**src/rtl/btn_conditioner.sv**
```systemverilog
// ---------------------------------------------------------------------------
// btn_conditioner
//   Front end of the serial 4-bit entry path. Synchronises and debounces three
//   raw active-low pushbuttons. The two bit keys then go through an arbiter
//   that makes bin0/bin1 mutually exclusive and forces a released (11) gap
//   between consecutive bits.
//
// Ports
//   clk          system clock, rising edge
//   rst_n        asynchronous active-low reset
//   start_raw    raw start button, active-low, asynchronous to clk
//   bin0_raw     raw bit-0 key, active-low, asynchronous
//   bin1_raw     raw bit-1 key, active-low, asynchronous
//   start        debounced start level, active-low
//   bin0         arbitrated bit-0 level, active-low
//   bin1         arbitrated bit-1 level, active-low
//   press_start  one-cycle pulse when debounced start falls
//   press_0      one-cycle pulse on entry to HOLD0
//   press_1      one-cycle pulse on entry to HOLD1
//   conflict     one-cycle pulse on entry to LOCK
//
// Arbiter states
//   state | meaning
//   IDLE  | no bit key held, bin0 = bin1 = 1
//   HOLD0 | bit-0 key owns the path, bin0 = 0 (a later bit-1 press is ignored)
//   HOLD1 | bit-1 key owns the path, bin1 = 0 (a later bit-0 press is ignored)
//   LOCK  | ambiguous press, bin0 = bin1 = 1 until both keys are released
// ---------------------------------------------------------------------------
module btn_conditioner #(
  parameter int DB_CYCLES = 8,
  parameter int CNT_W     = 4
) (
  input  logic clk,
  input  logic rst_n,
  input  logic start_raw,
  input  logic bin0_raw,
  input  logic bin1_raw,
  output logic start,
  output logic bin0,
  output logic bin1,
  output logic press_start,
  output logic press_0,
  output logic press_1,
  output logic conflict
);

  // Channel index: 0 = start, 1 = bin0, 2 = bin1
  localparam int NCH = 3;
  localparam logic [CNT_W-1:0] CNT_LAST = CNT_W'(DB_CYCLES - 1);

  typedef enum logic [1:0] {
    S_IDLE  = 2'd0,
    S_HOLD0 = 2'd1,
    S_HOLD1 = 2'd2,
    S_LOCK  = 2'd3
  } state_t;

  logic [NCH-1:0]   sync1_q, sync1_d;
  logic [NCH-1:0]   sync2_q, sync2_d;
  logic [NCH-1:0]   stable_q, stable_d;
  logic [CNT_W-1:0] cnt_q [NCH];
  logic [CNT_W-1:0] cnt_d [NCH];
  logic             press_start_q, press_start_d;

  state_t state_q, state_d;
  logic   bin0_q, bin0_d;
  logic   bin1_q, bin1_d;
  logic   press_0_q, press_0_d;
  logic   press_1_q, press_1_d;
  logic   conflict_q, conflict_d;

  logic d0, d1;

  // -------------------------------------------------------------------------
  // Synchroniser and debounce
  // -------------------------------------------------------------------------
  always_comb begin
    sync1_d  = {bin1_raw, bin0_raw, start_raw};
    sync2_d  = sync1_q;
    stable_d = stable_q;
    for (int i = 0; i < NCH; i++) begin
      cnt_d[i] = '0;
      if (sync2_q[i] != stable_q[i]) begin
        // Flip only after DB_CYCLES consecutive disagreeing samples; any
        // agreeing sample restarts the count from zero.
        if (cnt_q[i] == CNT_LAST) begin
          stable_d[i] = sync2_q[i];
        end else begin
          cnt_d[i] = cnt_q[i] + 1'b1;
        end
      end
    end
    press_start_d = stable_q[0] & ~stable_d[0];
  end

  always_ff @(posedge clk or negedge rst_n) begin
    if (!rst_n) begin
      sync1_q       <= '1;
      sync2_q       <= '1;
      stable_q      <= '1;
      press_start_q <= 1'b0;
      for (int i = 0; i < NCH; i++) begin
        cnt_q[i] <= '0;
      end
    end else begin
      sync1_q       <= sync1_d;
      sync2_q       <= sync2_d;
      stable_q      <= stable_d;
      press_start_q <= press_start_d;
      for (int i = 0; i < NCH; i++) begin
        cnt_q[i] <= cnt_d[i];
      end
    end
  end

  // -------------------------------------------------------------------------
  // Bit arbiter
  // -------------------------------------------------------------------------
  assign d0 = stable_q[1];
  assign d1 = stable_q[2];

  always_comb begin
    state_d = state_q;
    unique case (state_q)
      S_IDLE: begin
        if (!d0 && !d1)     state_d = S_LOCK;
        else if (!d0)       state_d = S_HOLD0;
        else if (!d1)       state_d = S_HOLD1;
      end
      S_HOLD0: begin
        if (d0) state_d = d1 ? S_IDLE : S_LOCK;
      end
      S_HOLD1: begin
        if (d1) state_d = d0 ? S_IDLE : S_LOCK;
      end
      S_LOCK: begin
        if (d0 && d1) state_d = S_IDLE;
      end
      default: state_d = S_IDLE;
    endcase

    // Outputs are registered from the next state so they line up with it.
    bin0_d     = (state_d != S_HOLD0);
    bin1_d     = (state_d != S_HOLD1);
    press_0_d  = (state_d == S_HOLD0) && (state_q != S_HOLD0);
    press_1_d  = (state_d == S_HOLD1) && (state_q != S_HOLD1);
    conflict_d = (state_d == S_LOCK)  && (state_q != S_LOCK);
  end

  always_ff @(posedge clk or negedge rst_n) begin
    if (!rst_n) begin
      state_q    <= S_IDLE;
      bin0_q     <= 1'b1;
      bin1_q     <= 1'b1;
      press_0_q  <= 1'b0;
      press_1_q  <= 1'b0;
      conflict_q <= 1'b0;
    end else begin
      state_q    <= state_d;
      bin0_q     <= bin0_d;
      bin1_q     <= bin1_d;
      press_0_q  <= press_0_d;
      press_1_q  <= press_1_d;
      conflict_q <= conflict_d;
    end
  end

  assign start       = stable_q[0];
  assign press_start = press_start_q;
  assign bin0        = bin0_q;
  assign bin1        = bin1_q;
  assign press_0     = press_0_q;
  assign press_1     = press_1_q;
  assign conflict    = conflict_q;

endmodule
```
**config.mk**
```make
export PLATFORM = sky130hd
export DESIGN_NAME = btn_conditioner
export DESIGN_NICKNAME = d
export VERILOG_FILES = /design/src/rtl/btn_conditioner.sv
export SDC_FILE = /design/constraint.sdc
export NUM_CORES = 1
export LEC_CHECK = 0
export CORE_MARGIN = 2
export CORE_UTILIZATION = 55
export CTS_CLUSTER_SIZE = 20
export DETAILED_ROUTE_END_ITERATION = 10
export PLACE_DENSITY_LB_ADDON = 0.15
export SYNTH_ARGS = -nofsm -noshare
export SYNTH_HDL_FRONTEND = slang
export SYNTH_SLANG_ARGS = --single-unit
```
**constraint.sdc**
```tcl
create_clock -name clk -period 2.8 [get_ports clk]
set_input_delay 0.56 -clock clk [delete_from_list [all_inputs] [get_ports clk]]
set_output_delay 0.56 -clock clk [all_outputs]
set_load 0.03 [all_outputs]
```
==> results of run 1 <==
-- routing by layer --
| metal | wire length (um) | vias to the layer above |
|---|---|---|
| met3 | 47 | 2 |
| met4 | 12 | 0 |
| met1 | 745 | 319 |
| met5 | 0 | - |
| met2 | 842 | 8 |
| li1 | - | 315 |
-- layout make-up --
class	count	area, um^2
sequential	29	739.5
fill	138	620.6
multi-input combinational	52	407.9
timing repair buffer	12	117.6
clock buffer	8	58.81
tap	27	33.78
inverter	1	3.754
-- worst max-delay path by stage --
stage                     start  endpoint  slack [ns]  cells after the start
global route        stable_q[0]     start        0.65                      1
global placement    stable_q[0]     start        1.05                      1
finish              stable_q[0]     start        0.69                      1
CTS                 stable_q[0]     start        0.68                      1
floorplan           stable_q[0]     start        1.62                      0
detailed placement  stable_q[0]     start        1.04                      1
-- synthesized netlist by cell type --
cell	n	area (um^2)
sky130_fd_sc_hd__dfrtp_1	18	450.4
sky130_fd_sc_hd__dfstp_2	11	289.0
sky130_fd_sc_hd__nor2_1	10	37.54
sky130_fd_sc_hd__nor2b_1	4	25.02
sky130_fd_sc_hd__xnor2_1	4	35.03
sky130_fd_sc_hd__ha_1	3	37.54
sky130_fd_sc_hd__mux2i_1	3	30.03
sky130_fd_sc_hd__nand2_1	3	11.26
sky130_fd_sc_hd__nand3_1	3	15.01
sky130_fd_sc_hd__nor2_2	3	18.77
sky130_fd_sc_hd__buf_6	2	22.52
sky130_fd_sc_hd__mux2_1	2	22.52
sky130_fd_sc_hd__nor3_2	2	20.02
sky130_fd_sc_hd__o21ai_0	2	10.01
sky130_fd_sc_hd__xnor2_2	2	32.53
sky130_fd_sc_hd__inv_1	1	3.750
sky130_fd_sc_hd__mux2_4	1	15.01
sky130_fd_sc_hd__nand2b_1	1	6.260
sky130_fd_sc_hd__nand3b_4	1	20.02
sky130_fd_sc_hd__nor3_1	1	5.000
sky130_fd_sc_hd__nor3b_1	1	7.510
sky130_fd_sc_hd__nor3b_2	1	12.51
sky130_fd_sc_hd__nor4b_1	1	8.760
sky130_fd_sc_hd__o22ai_1	1	6.260
sky130_fd_sc_hd__o32ai_2	1	16.27
sky130_fd_sc_hd__or3_1	1	6.260
sky130_fd_sc_hd__xor2_1	1	8.760
-- placed cells by master, fill, tap and decap left out, types with 4 or more instances in the layout --
master and count:
sky130_fd_sc_hd__nor2_1 10, sky130_fd_sc_hd__clkbuf_4 5, sky130_fd_sc_hd__dfrtp_1 18, sky130_fd_sc_hd__dfstp_2 11
sky130_fd_sc_hd__clkdlybuf4s50_1 11, sky130_fd_sc_hd__nor2b_1 4, sky130_fd_sc_hd__xnor2_1 4
-- sequential cells by signal, summed over array words and instances, names as in the netlist --
register / count
cnt_q: 12
stable_q: 3
sync1_q: 3
sync2_q: 3
state_q: 2
bin0: 1
bin1: 1
conflict: 1
press_0: 1
press_1: 1
press_start: 1
-- kinds of logic after synthesis --
family	after synthesis	share of synthesized area
compound gates	4	0.02773
xor+xnor	7	0.06503
fa+ha+maj	3	0.03199
buf+inv	3	0.02238
flops	29	0.6301
mux	6	0.05757
simple gates	32	0.1652
-- metrics by stage --
step,hold WS (ns),instance area [um^2]
3_3_place_gp,0.3457,1303
6_report,0.3376,1361
2_1_floorplan,0.2644,1174
3_5_place_dp,0.3528,1303
5_1_grt,0.3486,1361
4_1_cts,0.3457,1361
-- power breakdown --
part | total [mW] | internal [mW] | switching (mW) | leakage (nW)
sequential | 0.651 | 0.541 | 0.111 | 0.351
combinational | 0.334 | 0.174 | 0.160 | 0.248
clock | 0.253 | 0.124 | 0.129 | 0.0326
==> results.md, run 1 <==
- Type of the setup path with the least slack: register to output port
- Largest net degree at the start of global routing: 30
- Clock Sinks: 29
- Ports: 12
- Maximum clock frequency: 0.4746 GHz
- Share of the cycle needed by the critical path after routing: 0.7525
- DRC violations left: 0
- Starting density of the core: 0.5922
- Layout cell share with drive strength beyond 1: 0.2843
- Max Clock Skew: 0.01864 ns
- Routed via count divided by cell count: about 5.0
- Remaining antenna violation count: 0
- Yosys warning count: 0
- Average wire per standard cell: 12.78 um
- Final setup violation count: 0
- Final Power: approximately 1.2 mW
- End point of the worst hold path: sync2_q[0]
- Nets@finish: 109
- Met1 usage in global routing: 0.1670
- Global-route wire length before repair: 2704 um
- Total Routed Length: between 1500 and 2000 um
- Vertical extent of the die: 50.20 um
- Syn Nets: 92
- Number of cells in the finished layout apart from fillers: 129
- Clock root cell: sky130_fd_sc_hd__clkbuf_4
- Area of the mapped netlist: between 1000 and 1500 um^2
- Worst-case setup margin in the final layout: between 0.6 and 0.7 ns
- Mean Syn Cell Area: ~14 um^2
- Port Buf Inserts: 11
- CTS tree: done
- Number of CTS-inserted buffers: 5
- Element type at the critical path end: output port
- Ordered list of cells on the worst path: clkdlybuf4s50_1
- P&R area growth vs syn: 15.99%
- Clock Latency Late Sink: a little over 0.3 ns
- Vias in the first global route: 647
- Static power due to leakage: 0.6313 nW
- Reg-to-reg critical path startpoint: cnt_q[4]
- Setup slack on the worst flop-to-flop path: between 1.5 and 2 ns
- Post-layout min period: 2.107 ns
- Worst hold path stage count: 0
- Final design utilization: 0.6869
- N_diodes: 0
- Final weighted congestion in routability-driven placement: roughly 0.7
- Final TNS setup: 0 ns
- Worst VDD drop: around 490 uV
- Maximum capacitance violations: 0
- Total of flip-flops plus latches after synthesis: 29
- Htree depth: 2
- Data required time at the worst endpoint: 2.24 ns
- Placed Cells: 121
- Worst Min Path Start: sync1_q[0]
- DRC marker count from the first detailed-route iteration: 4
- Final max-slew violation count: 0
- R2r endpoint: stable_q[1]
- Normalized max-slew margin: 0.7329
- Number of buffers and inverters on the critical path: 1
- Crit path launch type: register
- Arrival time worst endpoint: around 1.6 ns
- Setup repair after global routing missed its margin: no
- GR met3 Demand/Resource: 0.05357
- Cts hold-fix bufs: 0
- Antenna violations before repair: 0
- Clk slew on worst S/H paths: 0.10 ns
- Row cnt: 16
- Total grt overflow: 0
- Met2 track demand over resource: 0.2500
- Type of the worst min-delay path: register to register
- Via count: 644
- Power density relative to cell area: 909.8 nW/um^2
- Global router's overall resource usage: 0.1506
- Synth cell types: 27
- Maximum clock path buffer count: 2
- Busiest grt layer: met2
- Post-Synthesis Cells: 84
- Cell family with most CP delay: buffers and inverters
- Setup Fix Bufs, Post-CTS: 0
- Reg2Reg Depth: 4
- Tightest Pin Transition: between 0.3 and 0.4 ns
- Outcome: finished, final reports clean
- Worst-path cell with the longest stage delay: sky130_fd_sc_hd__clkdlybuf4s50_1
- Dpl ws: 1.038 ns
- Die ar.: 2520 um^2
- DRT Pass-1 Iters: 2
- Std-Cell Core Area: 1982 um^2
- Resized cells post-CTS: 0
- Placed wire-length estimate after detailed placement: 1162 um
- Final number of hold-violating endpoints: 0
- Width of the die: between 50 and 60 um
- Sequential-to-total area share from yosys stat: 0.6301
- Crit path max fanout: 4
- Worst stage delay on the critical path: 0.67 ns
Power figures use the tool's default switching activity.
==> inputs of run 2 (changes only) <==
Settings changed: CORE_UTILIZATION 55 to 54.
Clock period 2.8 ns to 2.1 ns, I/O delays scaled along.
==> results.md, run 2 (synthesis results as in run 1) <==
- Outcome: finished, final reports clean
- Clock Latency Late Sink: 0.31 ns (about the same)
- Row cnt: 16 (unchanged)
- Final setup violation count: 0 (unchanged)
- Setup slack on the worst flop-to-flop path: 0.85 ns (-0.70 ns)
- Maximum clock frequency: 0.5114 GHz
- Reg2Reg Depth: 4 (unchanged)
- Type of the worst min-delay path: register to register
- Total grt overflow: 0 (unchanged)
- Maximum clock path buffer count: 2 (unchanged)
- Final max-slew violation count: 0 (unchanged)
- Tightest Pin Transition: 0.3874 ns (-0.01038 ns)
- P&R area growth vs syn: 15.35%
- Worst VDD drop: 735.5 uV (+50%)
- Routed via count divided by cell count: 5.023 (+0.62%)
- Starting density of the core: 0.5863 (-0.005922)
- Worst-path cell with the longest stage delay: sky130_fd_sc_hd__clkdlybuf4s50_1
- Cts hold-fix bufs: 0 (unchanged)
- Area occupied by multi-input gates: 407.9 um^2 (unchanged)
- Max Clock Skew: 0.003195 ns (-0.01544 ns)
- Fillers: 158 (+14%)
- Storage cell area: 739.5 um^2 (unchanged)
- Element type at the critical path end: output port
- N_diodes: 0 (unchanged)
- Nets@finish: 109 (unchanged)
- R2r endpoint: stable_q[2]
- DRC violations left: 0 (unchanged)
- Final Power: 1.620 mW (+31%)
- Layout cell share with drive strength beyond 1: 0.2941 (+0.009804)
- Clock root cell: sky130_fd_sc_hd__clkbuf_4
- Worst stage delay on the critical path: 0.67 ns (about the same)
- Htree depth: 2 (unchanged)
- Total Routed Length: 1556 um (-5.6%)
- Final TNS setup: 0 ns (unchanged)
- DRT Pass-1 Iters: 3 (+1)
- Number of buffers and inverters on the critical path: 1 (unchanged)
- Via count: 648 (+0.62%)
- Ordered list of cells on the worst path: clkdlybuf4s50_1
- Antenna violations before repair: 0 (unchanged)
- CTS tree: done
- Worst setup path end: start
- DRC marker count from the first detailed-route iteration: 17 (+13)
- Resized cells post-CTS: 0 (unchanged)
- Std-Cell Core Area: 2002 um^2 (+1.0%)
- Share of the cycle needed by the critical path after routing: 0.9312
- Normalized max-slew margin: 0.7398 (+0.006968)
- Levels on crit path: 1 (unchanged)
- Clock Sinks: 29 (unchanged)
- Static power due to leakage: 0.6307 nW (about the same)
- Cell family with most CP delay: buffers and inverters
- Die ar.: 2562 um^2 (+1.7%)
- Setup Fix Bufs, Post-CTS: 0 (unchanged)
- Vertical extent of the die: 50.62 um (+0.85%)
- Remaining antenna violation count: 0 (unchanged)
- Global router's overall resource usage: 0.1552 (+0.004632)
- Number of cells in the finished layout apart from fillers: 129 (unchanged)
- Final weighted congestion in routability-driven placement: 0.6731 (-3.1%)
- Port Buf Inserts: 11 (unchanged)
- Final design utilization: 0.6763 (-0.01062)
- Maximum capacitance violations: 0 (unchanged)
- Type of the setup path with the least slack: register to output port
- Width of the die: 50.62 um (+0.85%)
- Clk slew on worst S/H paths: 0.09 ns (about the same)
- Ports: 12 (unchanged)
- Crit path launch type: register
- Biggest register: cnt_q
- Worst Min Path Start: sync1_q[1]
- Setup repair after global routing missed its margin: no
- Reg-to-reg critical path startpoint: cnt_q[0]
- Power density relative to cell area: 1196 nW/um^2 (+32%)
- Average wire per standard cell: 12.06 um (-5.6%)
- Vias in the first global route: 648 (+0.15%)
- Largest register FFs: 12 (unchanged)
- Number of CTS-inserted buffers: 5 (unchanged)
- Top library cells by usage in the layout, fill and taps aside: 18 x sky130_fd_sc_hd__dfrtp_1, 11 x sky130_fd_sc_hd__dfstp_2, 11 x sky130_fd_sc_hd__clkdlybuf4s50_1
- Crit path launch: stable_q[0]
- Largest net degree at the start of global routing: 30 (unchanged)
- Data required time at the worst endpoint: 1.68 ns (-0.56 ns)
- Placed Cells: 121 (unchanged)
- Post-layout min period: 1.955 ns
- Placed wire-length estimate after detailed placement: 1067 um (-8.2%)
- Crit path max fanout: 4 (unchanged)
- Global-route wire length before repair: 2780 um (+2.8%)
- Most frequent standard cell in the layout excluding fill and tap cells: sky130_fd_sc_hd__dfrtp_1
- Final number of hold-violating endpoints: 0 (unchanged)
- Arrival time worst endpoint: 1.54 ns (about the same)
[run 2: cell types whose count changed in the layout (fill, tap and decap cells not counted)]
cell | previous run | this run
sky130_fd_sc_hd__clkbuf_1 | 2 | 1
sky130_fd_sc_hd__clkbuf_8 | 1 | 0
sky130_fd_sc_hd__clkinv_2 | 0 | 2
[run 2: through the flow]
step	cell area, um^2	hold slack (ns)	setup slack, ns
CTS	1354	0.3643	0.1292
global placement	1303	0.3465	0.4885
global route	1354	0.3656	0.1046
finish	1354	0.3597	0.1446
floorplan	1174	0.1244	0.9612
detailed placement	1303	0.3488	0.4750
[run 2: area by class of cell]
type                            instances  share of cell area
Sequential cell                        29              0.5462
Multi-Input combinational cell         52              0.3013
Timing Repair Buffer                   12             0.08688
Clock buffer                            6             0.03050
Tap cell                               27             0.02495
Clock inverter                          2            0.007394
Inverter                                1            0.002773
[run 2: how the worst min path moves through the flow]
| stage | to | slack (ns) | depth (start not counted) |
|---|---|---|---|
| 4_1_cts | sync2_q[1] | 0.36 | 0 |
| 3_5_place_dp | sync2_q[1] | 0.35 | 0 |
| 6_report | sync2_q[1] | 0.36 | 0 |
| 2_1_floorplan | cnt_q[0] | 0.12 | 0 |
| 5_1_grt | sync2_q[1] | 0.37 | 0 |
| 3_3_place_gp | sync2_q[2] | 0.35 | 0 |
[run 2: metal layers]
layer | up-vias | GRT usage | routed length (um)
li1 | 314 | - | -
met1 | 317 | 0.1932 | 719
met2 | 13 | 0.2325 | 733
met3 | 4 | 0.05357 | 70
met4 | 0 | 0.09459 | 34
met5 | - | 0 | 0
[run 2: power breakdown]
part	internal, mW	leakage (nW)	switching (mW)	total [mW]
Clock	0.127	0.0320	0.176	0.303
Sequential	0.721	0.351	0.148	0.869
Combinational	0.232	0.248	0.215	0.447
Total	1.08	0.631	0.539	1.62
==> RTL change 1, RTL diff (config.mk and constraints of run 1) <==
Change the parameter `CNT_W` from 4 to 6.
--- a/src/rtl/btn_conditioner.sv
+++ b/src/rtl/btn_conditioner.sv
@@ -30,3 +30,3 @@
   parameter int DB_CYCLES = 8,
-  parameter int CNT_W     = 4
+  parameter int CNT_W     = 6
 ) (
Formal check against the unedited RTL: same outputs for any inputs over 10 cycles, from zero or initial values and one cycle with rst_n low; that may be too few to reach the edited logic, so the function may still have changed.
==> RTL change 1 against run 1 <==
- critical path depth stayed put
- sequential power is 14% higher
- power rose by 16%
- via count is 34% higher
- clock power up 47%
- utilization is 1.5 points lower
- highest routed layer unchanged
- routed wire length up 31%
- non-clock buffer count unchanged
- worst setup slack lost 28 ps
- maximum frequency shrank 1.3%
- area after synthesis grew 21%
- largest power group unchanged
- design area up 21%
- sequential cell count up 6
==> RTL change 1: results (changes against run 1) <==
.. list-table::
   :header-rows: 1

   * - Metric
     - Value
   * - Arrival time reported for the critical path endpoint
     - 1580 ps (was 1550 ps)
   * - Number of I/O port buffers
     - 11 (unchanged)
   * - Post-Syn Nets
     - 121 (was 92)
   * - Distinct cell type count after synthesis
     - 26 (was 27)
   * - Path category of the worst min-delay check
     - flip-flop to flip-flop (unchanged)
   * - Global-route wire length before repair
     - 3588 µm (was 2704 µm)
   * - Via count of the first global-routing pass
     - 825 (was 647)
   * - Post CTS Setup Buffer Count
     - 0 (unchanged)
   * - Worst hold-check slack
     - 362.7 ps (was 337.6 ps)
   * - Reg2reg end
     - stable_q[0] (was stable_q[1])
   * - Worst IR drop on VDD
     - 0.6352 mV (was 0.4916 mV)
   * - Net total in the final layout
     - 138 (was 109)
   * - Pin count of the biggest net entering global routing
     - 36 (was 30)
   * - Most frequent cells after synthesis
     - sky130_fd_sc_hd__dfrtp_1, sky130_fd_sc_hd__nor2_1, sky130_fd_sc_hd__dfstp_2 (was sky130_fd_sc_hd__dfrtp_1, sky130_fd_sc_hd__dfstp_2, sky130_fd_sc_hd__nor2_1)
   * - Area after DPL
     - 1563 µm² (was 1303 µm²)
   * - Detailed-routing iteration count for the pre-antenna-repair pass
     - 4 (was 2)
   * - Worst-skew pair later-pin latency
     - 330 ps (was 310 ps)
   * - Number of inserted filler cells in the final layout
     - 186 (was 138)
   * - Measured slew at the worst slew-check pin
     - 552.5 ps (was 397.8 ps)
   * - Overall routing resource usage
     - 17.89% (was 15.06%)
   * - Final GP Congestion
     - 0.7702 (was 0.6943)
   * - Stage delay of the slowest cell on the critical path
     - 670 ps (about the same)
   * - DR iter-0 viols
     - 12 (was 4)
   * - Routed length per instance
     - 13.38 µm (was 12.78 µm)
   * - Post-cts repair resize count
     - 0 (unchanged)
   * - Max reg flops
     - 18 (was 12)
   * - Top cells by area, synth
     - sky130_fd_sc_hd__dfrtp_1, sky130_fd_sc_hd__dfstp_2, sky130_fd_sc_hd__xor2_1 (was sky130_fd_sc_hd__dfrtp_1, sky130_fd_sc_hd__dfstp_2, sky130_fd_sc_hd__ha_1)
   * - LEAKAGE
     - 0.0007014 µW (was 0.0006313 µW)
   * - Number of vias per cell
     - 5.342 (was 4.992)
   * - Run status
     - complete, no violations (unchanged)
   * - Half-perimeter wire length after detailed placement
     - 1540 µm (was 1162 µm)
   * - Proportion of layout cells with a drive suffix above 1
     - 20.61% (was 28.43%)
   * - Setup slack of the worst register-to-register path
     - 1360 ps (was 1550 ps)
   * - Clock Skew
     - 7.680 ps (was 18.64 ps)
   * - Fraction of the yosys area taken by sequential cells
     - 62.75% (was 63.01%)
   * - Worst r2r src
     - cnt_q[12] (was cnt_q[4])
[RTL change 1: layout make-up]
| type | instances | area, µm² | area share [%] |
|---|---|---|---|
| Inverter | 1 | 3.754 | 0.2276 |
| Multi-Input combinational cell | 75 | 514.2 | 31.18 |
| Sequential cell | 35 | 889.6 | 53.95 |
| Clock inverter | 2 | 35.03 | 2.124 |
| Tap cell | 30 | 37.54 | 2.276 |
| Timing Repair Buffer | 12 | 117.6 | 7.132 |
| Clock buffer | 6 | 51.30 | 3.111 |
[RTL change 1: worst register-to-register path: cells and delay by family (launching register included)]
kind                       cells  cell delay [ps]
muxes                          1              370
adders and majority gates      1              230
DFF                            1              410
and+or+nand+nor                2              360
[RTL change 1: per-layer routing]
metal  track usage [%]  wire [µm]  share of wire [%]  vias to the layer above
li1                  -          -                  -                      423
met1             20.29        918                 43                      416
met2             28.57       1079                 50                       17
met3             7.923        126                5.8                        4
met4             8.750         30                1.4                        0
met5                 0          0                  0                        -
[RTL change 1: cells by family after synthesis]
group	count (synthesis)	share of synthesized area (%)
adders and majority gates	3	2.648
buffers and inverters	3	0.9706
DFF	35	62.75
xor gates and xnor gates	15	9.268
muxes	3	2.383
AOI/OAI and AO/OA	12	5.119
and+or+nand+nor	42	16.86
[RTL change 1: where the power goes]
group	leakage, µW	switching, µW	internal [µW]	total [µW]
combinational	0.000219	163	157	319
sequential	0.000435	114	627	741
clock	0.0000482	162	211	373
[RTL change 1: metrics by stage]
step,setup WS [ps],instances
floorplan,1524,113
global placement,1048,153
detailed placement,1028,153
CTS,641.8,161
global route,596.2,161
finish,664.7,161
[RTL change 1: worst max path at each step]
stage                     cells after the start   startpoint     endpoint
after floorplan                               4    cnt_q[12]  stable_q[0]
after global placement                        1  stable_q[0]        start
after detailed placement                      1  stable_q[0]        start
after CTS                                     1  stable_q[0]        start
after global routing                          1  stable_q[0]        start
final                                         1  stable_q[0]        start
==> RTL change 2, RTL diff (config.mk and constraints of run 1) <==
Without the edit above. Register the output `start`, with the module's reset; this adds one clock of latency there. The other outputs are not delayed to match. Comments in the files are not updated.
--- a/src/rtl/btn_conditioner.sv
+++ b/src/rtl/btn_conditioner.sv
@@ -167,3 +167,9 @@
 
-  assign start       = stable_q[0];
+  always_ff @(posedge clk or negedge rst_n) begin
+    if (!rst_n) begin
+      start <= '0;
+    end else begin
+      start <= stable_q[0];
+    end
+  end
   assign press_start = press_start_q;
Check against the original RTL: not equivalent (Yosys sat finds a counterexample within 4 cycles, from zero or initial values and one cycle with rst_n low).
==> RTL change 2 against run 1 <==
- area after synthesis up 2.1%
- sequential cell count up 1
- count of clock-buffer cells in the layout unchanged
- global-route usage up 1.9 points
- routed wire length down 0.73%
- power about the same
- maximum frequency up 2.6%
- worst setup slack better by 54 ps
- design area up 1.1%
==> RTL change 2: results (changes against run 1) <==
.. list-table::
   :header-rows: 1

   * - Metric
     - Value
   * - Run status
     - complete, no violations (unchanged)
   * - Detailed-routing iteration count for the pre-antenna-repair pass
     - 4 (was 2)
   * - Half-perimeter wire length after detailed placement
     - 1131 µm (was 1162 µm)
   * - Vias
     - 652 (was 644)
   * - Final GP Congestion
     - 0.6972 (was 0.6943)
   * - Critical Path Fanout Max
     - 1 (was 4)
   * - Synthesized-area fraction occupied by adder cells
     - 3.132% (was 3.198%)
   * - Worst-skew pair later-pin latency
     - 330 ps (was 310 ps)
   * - Via count of the first global-routing pass
     - 704 (was 647)
   * - Clock Skew
     - 16.46 ps (was 18.64 ps)
   * - Number of cells in the design after placement
     - 122 (was 121)
   * - Global-route wire length before repair
     - 3056 µm (was 2704 µm)
   * - Post-synthesis xor/xnor area fraction
     - 6.367% (was 6.503%)
   * - LEAKAGE
     - 0.0006388 µW (was 0.0006313 µW)
   * - Most frequent cells after synthesis
     - sky130_fd_sc_hd__dfrtp_1, sky130_fd_sc_hd__dfstp_2, sky130_fd_sc_hd__nor2_1 (unchanged)
   * - Net total in the final layout
     - 110 (was 109)
   * - Worst Setup SP
     - bin0 (was stable_q[0])
   * - Proportion of layout cells with a drive suffix above 1
     - 27.18% (was 28.43%)
   * - Average cell area after synthesis
     - 14.10 µm² (was 13.97 µm²)
   * - Total length of routed wires
     - 1637 µm (was 1649 µm)
   * - Number of inserted filler cells in the final layout
     - 146 (was 138)
   * - Compound-cell area share of the yosys netlist
     - 2.714% (was 2.772%)
   * - Met3 track demand over resource in global routing
     - 8.929% (was 5.357%)
   * - DR iter-0 viols
     - 6 (was 4)
   * - Capture point of the critical path
     - bin0 (was start)
   * - Pin count of the biggest net entering global routing
     - 31 (was 30)
   * - Length of routed met3 wiring
     - 91 µm (was 47 µm)
   * - WL met1
     - 727 µm (was 745 µm)
   * - Worst IR drop on VDD
     - 0.4872 mV (was 0.4916 mV)
   * - Arrival time reported for the critical path endpoint
     - 1490 ps (was 1550 ps)
   * - Post-Syn Nets
     - 93 (was 92)
==> RTL change 2: through the flow <==
stage / area, µm² / hold WS (ps) / total power, µW / worst slack, ps
global route: 1376 / 365.5 / 1331 / 683.1
finish: 1376 / 348.2 / 1239 / 747.2
global placement: 1328 / 346.6 / 999.5 / 1095
detailed placement: 1328 / 349.1 / 1017 / 1077
CTS: 1376 / 350.6 / 1254 / 721.2
floorplan: 1199 / 264.4 / 934.7 / 1652
==> RTL change 2: layout make-up <==
type	instances	area (µm²)	share of cell area, %
inverters	1	3.754	0.2727
repair buffers	12	117.6	8.545
multi-input cells	52	407.9	29.64
clock buffers	8	48.80	3.545
flip-flops and latches	30	764.5	55.55
well taps	27	33.78	2.455
==> RTL change 2: where the power goes <==
part / switching, µW / internal [µW] / total, µW / leakage, µW
clock network: 134 / 99.9 / 233 / 0.0000265
logic: 159 / 174 / 332 / 0.000248
registers: 113 / 561 / 674 / 0.000364
